`src/rtl/darkedram_pkg.sv`:
```
// Shared types and constants for the darkedram data-memory arbiter.
//   arb_state_t : sequencer state (IDLE, BUSY, RESP)
//   req_idx_t   : requester index (0 = core data port, 1 = DMA/debug port)
//   ERR_DATA_DEFAULT : read data returned when the slave times out
//   cnt_width() : width of the timeout counter for a given TIMEOUT
package darkedram_pkg;

  typedef enum logic [1:0] {
    IDLE = 2'd0,
    BUSY = 2'd1,
    RESP = 2'd2
  } arb_state_t;

  typedef logic req_idx_t;

  localparam logic [31:0] ERR_DATA_DEFAULT = 32'hDEADBEEF;

  // Counter must hold values up to TIMEOUT-1; a zero TIMEOUT still needs one bit.
  function automatic int cnt_width(input int timeout);
    int w;
    w = $clog2(timeout + 1);
    return (w < 1) ? 1 : w;
  endfunction

endpackage

```
`src/rtl/darkedram_rr_pick.sv`:
```
// Combinational 2-way round-robin pick.
//   req  : request vector {req1, req0}
//   last : index granted last time
//   vld  : at least one request present
//   idx  : chosen requester (meaningful only while vld)
module darkedram_rr_pick
  import darkedram_pkg::*;
(
  input  logic [1:0] req,
  input  req_idx_t   last,
  output logic       vld,
  output req_idx_t   idx
);

  assign vld = |req;
  // On a conflict the requester that did not win last time goes next.
  assign idx = (&req) ? ~last : req[1];

endmodule

```
`src/rtl/darkedram_arb.sv`:
```
// Two-requester arbiter and sequencer for the darkedram data-memory slave.
//   XCLK, XRES           : clock, asynchronous active-low reset
//   M0_* / M1_*          : requester ports (REQ/WE/ADDR/WDATA/BE in,
//                          RDATA/ACK/ERR out); M0 = core, M1 = DMA/debug
//   S_*                  : registered command to the slave, RDATA/RACK/WACK back
//   BUSY                 : sequencer not idle
//   GNT                  : index of the last granted requester
// A transaction is IDLE (arbitrate) -> BUSY (wait for ack or timeout) ->
// RESP (one-cycle ACK), so back-to-back transactions take three cycles.
module darkedram_arb
  import darkedram_pkg::arb_state_t, darkedram_pkg::req_idx_t,
         darkedram_pkg::ERR_DATA_DEFAULT, darkedram_pkg::cnt_width;
#(
  parameter int          TIMEOUT  = 16,
  parameter logic [31:0] ERR_DATA = ERR_DATA_DEFAULT
) (
  input  logic        XCLK,
  input  logic        XRES,
  input  logic        M0_REQ,
  input  logic        M0_WE,
  input  logic [31:0] M0_ADDR,
  input  logic [31:0] M0_WDATA,
  input  logic [3:0]  M0_BE,
  output logic [31:0] M0_RDATA,
  output logic        M0_ACK,
  output logic        M0_ERR,
  input  logic        M1_REQ,
  input  logic        M1_WE,
  input  logic [31:0] M1_ADDR,
  input  logic [31:0] M1_WDATA,
  input  logic [3:0]  M1_BE,
  output logic [31:0] M1_RDATA,
  output logic        M1_ACK,
  output logic        M1_ERR,
  output logic        S_EN,
  output logic        S_WE,
  output logic        S_RE,
  output logic [31:0] S_ADDR,
  output logic [31:0] S_WDATA,
  output logic [3:0]  S_BE,
  input  logic [31:0] S_RDATA,
  input  logic        S_RACK,
  input  logic        S_WACK,
  output logic        BUSY,
  output logic        GNT
);

  localparam int CW = cnt_width(TIMEOUT);
  localparam logic [CW-1:0] CNT_LAST = CW'((TIMEOUT == 0) ? 0 : TIMEOUT - 1);

  arb_state_t    state;
  req_idx_t      gnt;
  logic [CW-1:0] cnt;
  logic [1:0]    ack;
  logic [1:0]    err;
  logic [31:0]   rdata0;
  logic [31:0]   rdata1;

  logic          pick_vld;
  req_idx_t      pick_idx;
  logic          sel_we;
  logic [31:0]   sel_addr;
  logic [31:0]   sel_wdata;
  logic [3:0]    sel_be;
  logic          ack_hit;
  logic          to_hit;
  logic [31:0]   resp_data;

  darkedram_rr_pick u_pick (
    .req  ({M1_REQ, M0_REQ}),
    .last (gnt),
    .vld  (pick_vld),
    .idx  (pick_idx)
  );

  assign sel_we    = pick_idx ? M1_WE    : M0_WE;
  assign sel_addr  = pick_idx ? M1_ADDR  : M0_ADDR;
  assign sel_wdata = pick_idx ? M1_WDATA : M0_WDATA;
  assign sel_be    = pick_idx ? M1_BE    : M0_BE;

  assign ack_hit = (S_RE & S_RACK) | (S_WE & S_WACK);
  // An ack on the last allowed cycle takes priority over the timeout.
  assign to_hit  = (TIMEOUT != 0) && (cnt == CNT_LAST) && !ack_hit;

  // Writes always return zero; a timed-out read returns the error pattern.
  assign resp_data = !S_RE   ? 32'h0 :
                     ack_hit ? S_RDATA : ERR_DATA;

  always_ff @(posedge XCLK or negedge XRES) begin
    if (!XRES) begin
      state   <= darkedram_pkg::IDLE;
      gnt     <= 1'b1;
      cnt     <= '0;
      S_EN    <= 1'b0;
      S_WE    <= 1'b0;
      S_RE    <= 1'b0;
      S_ADDR  <= '0;
      S_WDATA <= '0;
      S_BE    <= '0;
      ack     <= '0;
      err     <= '0;
      rdata0  <= '0;
      rdata1  <= '0;
    end else begin
      case (state)
        darkedram_pkg::IDLE: begin
          if (pick_vld) begin
            gnt     <= pick_idx;
            cnt     <= '0;
            S_EN    <= 1'b1;
            S_WE    <= sel_we;
            S_RE    <= !sel_we;
            S_ADDR  <= sel_addr;
            S_WDATA <= sel_wdata;
            S_BE    <= sel_be;
            state   <= darkedram_pkg::BUSY;
          end
        end
        darkedram_pkg::BUSY: begin
          if (ack_hit || to_hit) begin
            S_EN     <= 1'b0;
            S_WE     <= 1'b0;
            S_RE     <= 1'b0;
            ack[gnt] <= 1'b1;
            err[gnt] <= to_hit;
            if (gnt) rdata1 <= resp_data;
            else     rdata0 <= resp_data;
            state    <= darkedram_pkg::RESP;
          end else begin
            cnt <= cnt + 1'b1;
          end
        end
        darkedram_pkg::RESP: begin
          ack    <= '0;
          err    <= '0;
          rdata0 <= '0;
          rdata1 <= '0;
          state  <= darkedram_pkg::IDLE;
        end
        default: state <= darkedram_pkg::IDLE;
      endcase
    end
  end

  assign M0_ACK   = ack[0];
  assign M1_ACK   = ack[1];
  assign M0_ERR   = err[0];
  assign M1_ERR   = err[1];
  assign M0_RDATA = rdata0;
  assign M1_RDATA = rdata1;
  assign BUSY     = (state != darkedram_pkg::IDLE);
  assign GNT      = gnt;

endmodule

```
`config.mk`:
```
export PLATFORM = sky130hd
export DESIGN_NAME = darkedram_arb
export DESIGN_NICKNAME = d
export VERILOG_FILES = /design/src/rtl/darkedram_pkg.sv /design/src/rtl/darkedram_rr_pick.sv /design/src/rtl/darkedram_arb.sv
export SDC_FILE = /design/constraint.sdc
export NUM_CORES = 1
export LEC_CHECK = 0
export ABC_AREA = 1
export CAP_MARGIN = 20
export CORE_ASPECT_RATIO = 1.1
export CORE_MARGIN = 10
export CORE_UTILIZATION = 42
export CTS_CLUSTER_DIAMETER = 120
export DETAILED_ROUTE_END_ITERATION = 10
export MAX_ROUTING_LAYER = met4
export PLACE_DENSITY = 0.81
export SETUP_SLACK_MARGIN = 0.2
export SLEW_MARGIN = 10
export SYNTH_ARGS = -nofsm -noshare
export SYNTH_HDL_FRONTEND = slang
export SYNTH_HIERARCHICAL = 1
export SYNTH_SLANG_ARGS = --single-unit
```
`constraint.sdc`:
```
create_clock -name XCLK -period 2.05 [get_ports XCLK]
set_input_delay 0.41 -clock XCLK [delete_from_list [all_inputs] [get_ports XCLK]]
set_output_delay 0.41 -clock XCLK [all_outputs]
set_load 0.02 [all_outputs]
```
==> results_dict.tcl, run 1 <==
set metrics [dict create \
    status "complete, no violations" \
    vias_per_cell 5.19 \
    syn_area_sq_um 6880 \
    max_freq_ghz 0.534 \
    cts.clk_slew.worst_paths_ns 0.06 \
    clk_latency_ns 0.42 \
    drv_slew 0 \
    grt_use_met1_pct 24.0 \
    setup_viol 0 \
    ant_nets 0 \
    critPathArrivalTime_ns 1.46 \
    fillers 1240 \
    fin_worst_skew_ns 0.00891 \
    seq_area_sq_um 3680 \
    peakVddDrop_mv 0.679 \
    first_pass_iters 5 \
    pin_count 317 \
    critical_path_class "flop to primary output" \
    tritoncts "yes" \
    setup_tns_ns 0 \
    max_slew_margin_pct 56.2 \
    die_w_um 142 \
    die_h_um 154 \
    hp-class "flop to flop" \
    htree_levels 4 \
    cp_slowest_cell "clkdlybuf4s50_1" \
    route.vias.total 7043 \
    antenna_found_initial 0 \
    grtUsageMet2_pct 35.8 \
    grt_use_met3_pct 9.16 \
    cts_buffers 17 \
    route.detailed.drc 0 \
    ys_warn_count 6 \
    routedWlPerCell_um 19.3 \
    finalNetCount 1317 \
    finalHoldViolCount 0 \
    antennaDiodeCount 0 \
    grt-busiest-layer "met2" \
    grt_util_all_layers_pct 22.1 \
    finalWorstPathRequiredPeriod_ns 1.87 \
    start_kind "flop" \
    avgSynthCellArea_sq_um 8.35 \
    cp.required_ns 1.64 \
    cp.buffers_inverters 1 \
    drtIter0Drc 469 \
    seq_area_frac_synth_pct 53.5 \
    die_area_sq_um 21900 \
    grt_pass1_wl_mm 37.5 \
    gp_congestion 0.820 \
    cp_top_family "buffers and inverters" \
    critPathMaxFanout 2 \
    grt_max_degree 68 \
    power_density_nw_per_um2 1620 \
    overflow 0 \
    post-route-period-util_pct 91.3 \
    clk_path_buf_depth 2 \
    core_sq_um 16200 \
    end_kind "primary output" \
    syn_nets 1002 \
    drt-total-wl_mm 26.2 \
    max_stage_delay_ns 0.67 \
    syn_inst 824 \
    portBuffers 316 \
    root_buffer "clkbuf_16" \
    hpwlAfterDp_mm 17.9 \
    cp_cell_sequence "clkdlybuf4s50_1" \
    worstMarginPinSlew_ns 0.657 \
    grt_pass1_vias 6923 \
    ys_types 28 \
    rsz0062_at_grt "true" \
    area_growth_pct 63.9 \
    ys_ff_latch 147 \
    multiInputGateArea_sq_um 2760 \
    max_cap_viol_count 0 \
    power.leakage_nw 5.63 \
    whs_ns 0.475 \
    start_util_pct 42.4 \
    cts.sinks 147 \
    rows 49 \
    drive_above_1_share_pct 9.64 \
]
## synth_stat cells
cell type | instances | area share [%]
a21boi_0 | 1 | 0.11
a21oi_1 | 26 | 1.9
a31oi_1 | 68 | 6.2
buf_2 | 26 | 1.9
buf_4 | 2 | 0.22
buf_6 | 16 | 2.6
buf_8 | 1 | 0.22
clkbuf_1 | 18 | 0.98
clkinv_1 | 1 | 0.054
dfrtp_1 | 146 | 53
dfstp_2 | 1 | 0.38
ha_1 | 2 | 0.36
inv_1 | 36 | 2.0
inv_2 | 5 | 0.27
nand2_1 | 238 | 13
nand2_2 | 2 | 0.18
nand2_4 | 2 | 0.33
nand3_1 | 142 | 10
nand3_2 | 2 | 0.29
nand4_4 | 1 | 0.31
nor2_1 | 81 | 4.4
nor2_4 | 1 | 0.16
nor2_8 | 1 | 0.29
nor3b_1 | 1 | 0.11
o21ai_0 | 1 | 0.073
o21ai_1 | 1 | 0.073
or2_1 | 1 | 0.091
xor2_1 | 1 | 0.13
## final cells by class
type	instances	area share, %
clock buffers	19	3.93
inverters	42	1.44
clock inverters	13	1.19
flip-flops and latches	147	32.6
well taps	204	2.26
repair buffers	358	34.1
multi-input cells	573	24.4
## cell families after synthesis
family                   share of synthesized area (%)
buffers and inverters                             8.22
flip-flops                                        53.5
AO/OA/AOI/OAI                                     8.33
adder cells (fa/ha/maj)                          0.364
AND/OR/NAND/NOR                                   29.5
XOR/XNOR                                         0.127
## cells in the final DEF (no fill, tap or decap), types with 3 or more instances in the layout
| cell type | count |
|---|---|
| clkdlybuf4s50_1 | 245 |
| nand2_1 | 234 |
| dfrtp_1 | 145 |
| nand3_1 | 131 |
| nor2_1 | 80 |
| a31oi_1 | 68 |
| dlymetal6s2s_1 | 45 |
| inv_1 | 35 |
| a21oi_1 | 25 |
| clkbuf_16 | 23 |
| dlygate4sd2_1 | 23 |
| buf_4 | 15 |
| buf_12 | 12 |
| nand3_2 | 10 |
| buf_6 | 9 |
| nand2_2 | 6 |
| inv_2 | 5 |
| clkinv_2 | 5 |
| nand3_4 | 3 |
| clkinvlp_4 | 3 |
## path summary, 6_finish.rpt
| path | start | endpoint | slack (ns) | cells past startpoint |
|---|---|---|---|---|
| setup reg to reg | cnt[0] | M1_RDATA[18] | 0.22 | 10 |
| setup / recovery | M1_RDATA[29] | M1_RDATA[29] | 0.18 | 1 |
| min in group asynchronous | XRES | M0_RDATA[29] | 0.52 | 2 |
| max in group asynchronous | XRES | S_ADDR[9] | 0.88 | 3 |
| hold / removal | S_EN | S_EN | 0.48 | 2 |
| hold reg to reg | S_EN | S_EN | 0.48 | 2 |
## layer usage
metal / routed length, um / part of all wire (%)
met1: 9150 / 35
met2: 13400 / 51
met3: 2950 / 11
met4: 672 / 2.6
met5: 0 / 0
## stage by stage
step                power (mW)  util (%)  instances  setup WS [ns]  cell area [sq um]
floorplan                 10.6         -        824          0.428               6880
global placement          14.6      62.9       1305          0.157              10200
detailed placement        14.8      62.9       1305         0.0783              10200
CTS                       17.7      66.3       1338          0.152              10800
global route              19.4      69.4       1356          0.137              11300
finish                    18.3      69.4       1356          0.178              11300
## state kept, by name (all words and copies together) (netlist names)
name and count:
M0_RDATA 32, M1_RDATA 32, S_ADDR 32, S_WDATA 32, cnt 5, S_BE 4, ack 2, err 2
state 2, GNT 1, S_EN 1, S_RE 1, S_WE 1
## power breakdown
group	switching [mW]	internal, mW
Clock	1.24	1.82
Combinational	5.87	4.26
Sequential	0.811	4.30
## timing repair
item,CTS,global route
gates resized for setup,25,75
endpoints found under the setup margin,25,115
setup buffers,0,6
pin swaps,0,17
gates cloned,0,12
hold buffers,1,0
hold endpoints to repair,45,0
(Power assumes the default switching activity.)
==> inputs of run 2 (changes only) <==
- CORE_MARGIN: 10 -> 2
- CTS_CLUSTER_SIZE: unset -> 8
==> run 2 against run 1 <==
Effect of this change: final cell count decreased by 1.3%; worst hold slack got worse by 0.0062 ns; clock-buffer cell count increased by 2; non-clock buffer count decreased by 16; via count decreased by 1.5%; die area decreased by 20%; utilization decreased by 1.9 points; critical path depth unchanged; critical path type unchanged; largest cell class is now flip-flops and latches; highest routed layer unchanged.
==> results_dict.tcl, run 2 (synthesis gave the netlist of run 1 again) <==
set metrics [dict create \
    max_slew_margin_pct 58.3 \
    critPathMaxFanout 2 \
    cp.buffers_inverters 1 \
    cts.sinks 147 \
    drtIter0Drc 470 \
    worstMarginPinSlew_ns 0.626 \
    fin_worst_skew_ns 0.0124 \
    post-route-period-util_pct 90.0 \
    die_w_um 126 \
    max_freq_ghz 0.542 \
    critPathArrivalTime_ns 1.43 \
    final_cell_mix "clkdlybuf4s50_1, nand2_1, dfrtp_1" \
    drive_above_1_share_pct 6.78 \
    power_density_nw_per_um2 1630 \
    ant_nets 0 \
    peakVddDrop_mv 0.778 \
    status "complete, no violations" \
    hpwlAfterDp_mm 15.5 \
    antenna_found_initial 0 \
    finalWorstPathRequiredPeriod_ns 1.84 \
    routedWlPerCell_um 16.6 \
    hp-class "input port to async pin" \
    r2r_end "M0_RDATA[1]" \
    clk_path_buf_depth 2 \
    gp_congestion 0.879 \
    final_util_pct 67.5 \
    power.leakage_nw 5.25 \
    total_power_mw 17.8 \
    final_common_cell "clkdlybuf4s50_1" \
    max_cap_viol_count 0 \
    rrSetupSlack_ns 0.24 \
    start_kind "flop" \
    reg2reg_depth 10 \
    cp.required_ns 1.64 \
    root_buffer "clkbuf_16" \
    tritoncts "yes" \
    grt_pass1_wl_mm 34.8 \
    route.detailed.drc 0 \
    cp_top_family "buffers and inverters" \
    overflow 0 \
    end_kind "primary output" \
    setup_tns_ns 0 \
    rows 49 \
    drt-total-wl_mm 22.3 \
    portBuffers 316 \
    cp_slowest_cell "clkdlybuf4s50_1" \
    die_h_um 138 \
    cp_cell_sequence "clkdlybuf4s50_1" \
    finalHoldViolCount 0 \
    antennaDiodeCount 0 \
    cts_buffers 17 \
    start_util_pct 42.5 \
    grt_util_all_layers_pct 25.6 \
    setup_viol 0 \
    pin_count 317 \
    critical_path_class "flop to primary output" \
    die_area_sq_um 17400 \
    clk_latency_ns 0.43 \
    r2r-start "cnt[0]" \
    core_sq_um 16200 \
    htree_levels 4 \
    grt_pass1_vias 6731 \
    cts.clk_slew.worst_paths_ns 0.06 \
    first_pass_iters 5 \
    finalNetCount 1300 \
    max_stage_delay_ns 0.66 \
    area_growth_pct 58.9 \
    vias_per_cell 5.18 \
    drv_slew 0 \
    grt_max_degree 65 \
    rsz0062_at_grt "true" \
    route.vias.total 6938 \
]
==> run 2: cell count changes in the layout (fill, tap and decap cells not counted), sizes merged, moves of 2 or more <==
cell / change
buf: -12
clkdlybuf4s15: -2
clkdlybuf4s50: +26
clkinv: -2
clkbuf: -2
dlymetal6s2s: -25
==> run 2: power by group <==
part / leakage [nW] / internal [mW] / total [mW] / switching (mW)
combinational: 3.18 / 3.89 / 9.46 / 5.57
clock: 0.300 / 2.02 / 3.27 / 1.25
sequential: 1.77 / 4.30 / 5.11 / 0.813
==> run 2: repair_timing <==
item | in CTS | in global routing
pin swaps | 0 | 1
endpoints found under the setup margin | 24 | 89
gates resized for setup | 25 | 24
cloned | 0 | 2
endpoints found under the hold margin | 38 | 0
hold buffers | 1 | 0
buffers inserted | 0 | 2
==> run 2: area by class of cell <==
type | instances | area (sq um)
flip-flops and latches | 147 | 3680
inverters | 42 | 160
clock inverters | 11 | 150
multi-input cells | 572 | 2660
well taps | 204 | 255
fillers | 1281 | 5250
repair buffers | 342 | 3550
clock buffers | 21 | 470
==> run 2: worst max-delay path by stage <==
| stage | from | endpoint | slack (ns) | cells after the start |
|---|---|---|---|---|
| floorplan | cnt[0] | M1_RDATA[22] | 0.43 | 10 |
| global placement | M1_REQ | S_WDATA[16] | 0.14 | 7 |
| detailed placement | M0_REQ | cnt[2] | 0.07 | 8 |
| CTS | cnt[0] | M1_RDATA[11] | 0.20 | 10 |
| global route | cnt[0] | M0_RDATA[1] | 0.16 | 10 |
| finish | S_WDATA[4] | S_WDATA[4] | 0.21 | 1 |
==> run 2: routing by layer <==
| layer | GRT usage [%] | wire [um] | vias to the layer above |
|---|---|---|---|
| met5 | - | 0 | - |
| met4 | 10.5 | 720 | 0 |
| met3 | 6.23 | 1590 | 49 |
| met2 | 41.5 | 11200 | 314 |
| met1 | 30.7 | 8760 | 3263 |
| li1 | - | - | 3312 |
==> run 2: metrics by stage <==
stage          instances  hold WS [ns]  cell area [sq um]  worst slack (ns)
6_report            1339         0.469              10900             0.206
5_1_grt             1339         0.492              10900             0.160
4_1_cts             1335         0.483              10800             0.200
3_5_place_dp        1302         0.360              10200            0.0750
3_3_place_gp        1302         0.358              10200             0.137
2_1_floorplan        824         0.114               6880             0.428
==> inputs of run 3 (changes only) <==
- CORE_UTILIZATION: 42 -> 38
- PLACE_DENSITY: 0.81 -> 0.78
- clock period: 2.05 -> 1.6 ns (I/O delays scaled with it)
==> run 3 against run 2 <==
Effect of this change: cell area is 8.8% higher; global-route usage about the same; highest routed layer unchanged; critical endpoint is now S_WE; clock power rose by 30%; the run now ends with setup timing left; sequential share of layout area is 2.7 points lower; wire length up 22%.
==> results_dict.tcl, run 3 (synthesis gave the netlist of run 1 again) <==
set metrics [dict create \
    max_slew_margin_pct 76.2 \
    instances_no_fill 1420 \
    root_buffer "clkbuf_16" \
    antennaDiodeCount 0 \
    critPathArrivalTime_ns 2.01 \
    worstMarginPinSlew_ns 0.357 \
    cp_top_family "flip-flops" \
    setup_viol 60 \
    overflow 0 \
    route.vias.total 7421 \
    final_common_cell "clkdlybuf4s50_1" \
    route.detailed.drc 0 \
    pin_count 317 \
    antenna_found_initial 0 \
    cts_buffers 17 \
    grt_pass1_vias 7248 \
    grt_pass1_wl_mm 37.7 \
    cp.buffers_inverters 3 \
    area_growth_pct 72.8 \
    finalWorstPathRequiredPeriod_ns 1.67 \
    finalHoldViolCount 0 \
    cp.required_ns 1.94 \
    hp-class "input port to async pin" \
    r2r-start "cnt[0]" \
    ant_nets 0 \
    critical_path_class "flop to flop" \
    violations "setup timing" \
    critical_path_cell_count 11 \
    drive_above_1_share_pct 33.1 \
    start_kind "flop" \
    fillers 1484 \
    finalNetCount 1348 \
    routedWlPerCell_um 19.0 \
    htree_levels 4 \
    max_cap_viol_count 0 \
    first_pass_iters 5 \
    critPathMaxFanout 4 \
    peakVddDrop_mv 0.939 \
    drv_slew 0 \
    vias_per_cell 5.23 \
    status "finished, violations left" \
    setup_tns_ns -1.56 \
    cp_slowest_cell "dfrtp_1" \
    dp_slack_ns -0.233 \
    start_util_pct 38.8 \
    power_density_nw_per_um2 2020 \
    max_stage_delay_ns 0.38 \
    final_cell_mix "clkdlybuf4s50_1, nand2_1, dfrtp_1" \
    r2r_end "S_WE" \
    max_freq_ghz 0.598 \
    rows 51 \
    die_w_um 132 \
    gp_congestion 0.847 \
    die_area_sq_um 19200 \
    dp.cells 1353 \
    hpwlAfterDp_mm 15.8 \
    clk_latency_ns 0.42 \
    fin_worst_skew_ns 0.00753 \
    setup_slack_ns -0.0715 \
    end_kind "flop" \
    cts.clk_slew.worst_paths_ns 0.06 \
    drt-total-wl_mm 27.0 \
    post-route-period-util_pct 104 \
    core_sq_um 17700 \
    power.leakage_nw 5.73 \
    clk_path_buf_depth 2 \
    tritoncts "yes" \
    rrSetupSlack_ns -0.07 \
    rsz0062_at_grt "true" \
    cp_cell_sequence "ha_2, nand2_2, nor2_2, ha_2, inv_4, nand3_4, buf_4, nand2_4, buf_4, nand2_1, a21oi_1" \
    portBuffers 316 \
    drtIter0Drc 468 \
    reg2reg_depth 11 \
    die_h_um 145 \
    grt_max_degree 69 \
    grt_util_all_layers_pct 25.6 \
    cts.sinks 147 \
]
==> run 3: changes by cell type in the layout (fill, tap and decap cells not counted), sizes merged, moves of 2 or more <==
cell / delta
clkbuf: +9
clkinvlp: -2
buf: +168
dlymetal6s2s: -20
clkdlybuf4s50: -97
dlygate4sd2: -24
clkdlybuf4s15: +12
==> run 3: stage by stage <==
stage               util, %  cell area (sq um)  hold slack, ns  total power, mW
finish                 67.0              11900           0.318             24.0
global route           67.0              11900           0.311             25.3
detailed placement     59.2              10500           0.174             19.2
global placement       59.2              10500           0.172             18.9
floorplan                 -               7060          0.0244             13.8
CTS                    64.3              11400           0.301             23.2
==> run 3: what timing repair did <==
item | 4_1_cts | 5_1_grt
buffers inserted | 9 | 7
hold endpoints to repair | 37 | 0
setup endpoints to repair | 225 | 224
gates cloned | 6 | 13
pin swaps | 18 | 98
hold buffers | 1 | 0
resized for setup | 537 | 243
==> run 3: cell type report <==
class / instances / area [sq um] / area share [%]
Timing Repair Buffer: 389 / 3710 / 31.2
Sequential cell: 147 / 3680 / 30.9
Multi-Input combinational cell: 572 / 3390 / 28.5
Clock buffer: 22 / 464 / 3.90
Tap cell: 238 / 298 / 2.50
Inverter: 42 / 180 / 1.52
Clock inverter: 9 / 153 / 1.28
Timing Repair inverter: 1 / 16.3 / 0.137
==> run 3: how the worst max path moves through the flow <==
stage,from,slack [ns],end
after global routing,cnt[0],-0.17,M0_RDATA[23]
final,cnt[0],-0.07,S_WE
after CTS,cnt[0],-0.05,M0_RDATA[23]
after global placement,M0_REQ,-0.19,S_WDATA[1]
after detailed placement,M0_REQ,-0.23,S_BE[3]
after floorplan,cnt[0],0.09,M1_RDATA[4]
==> run 3: per-layer routing <==
layer,vias up,global-route usage (%),routed length [um]
met1,3535,28.9,10200
li1,3421,-,-
met2,394,44.7,14000
met4,0,9.09,1060
met5,-,-,0
met3,71,5.52,1780
==> run 3: power breakdown <==
part | switching (mW) | internal (mW)
clock network | 1.55 | 2.69
registers | 0.984 | 5.51
logic | 8.20 | 5.11
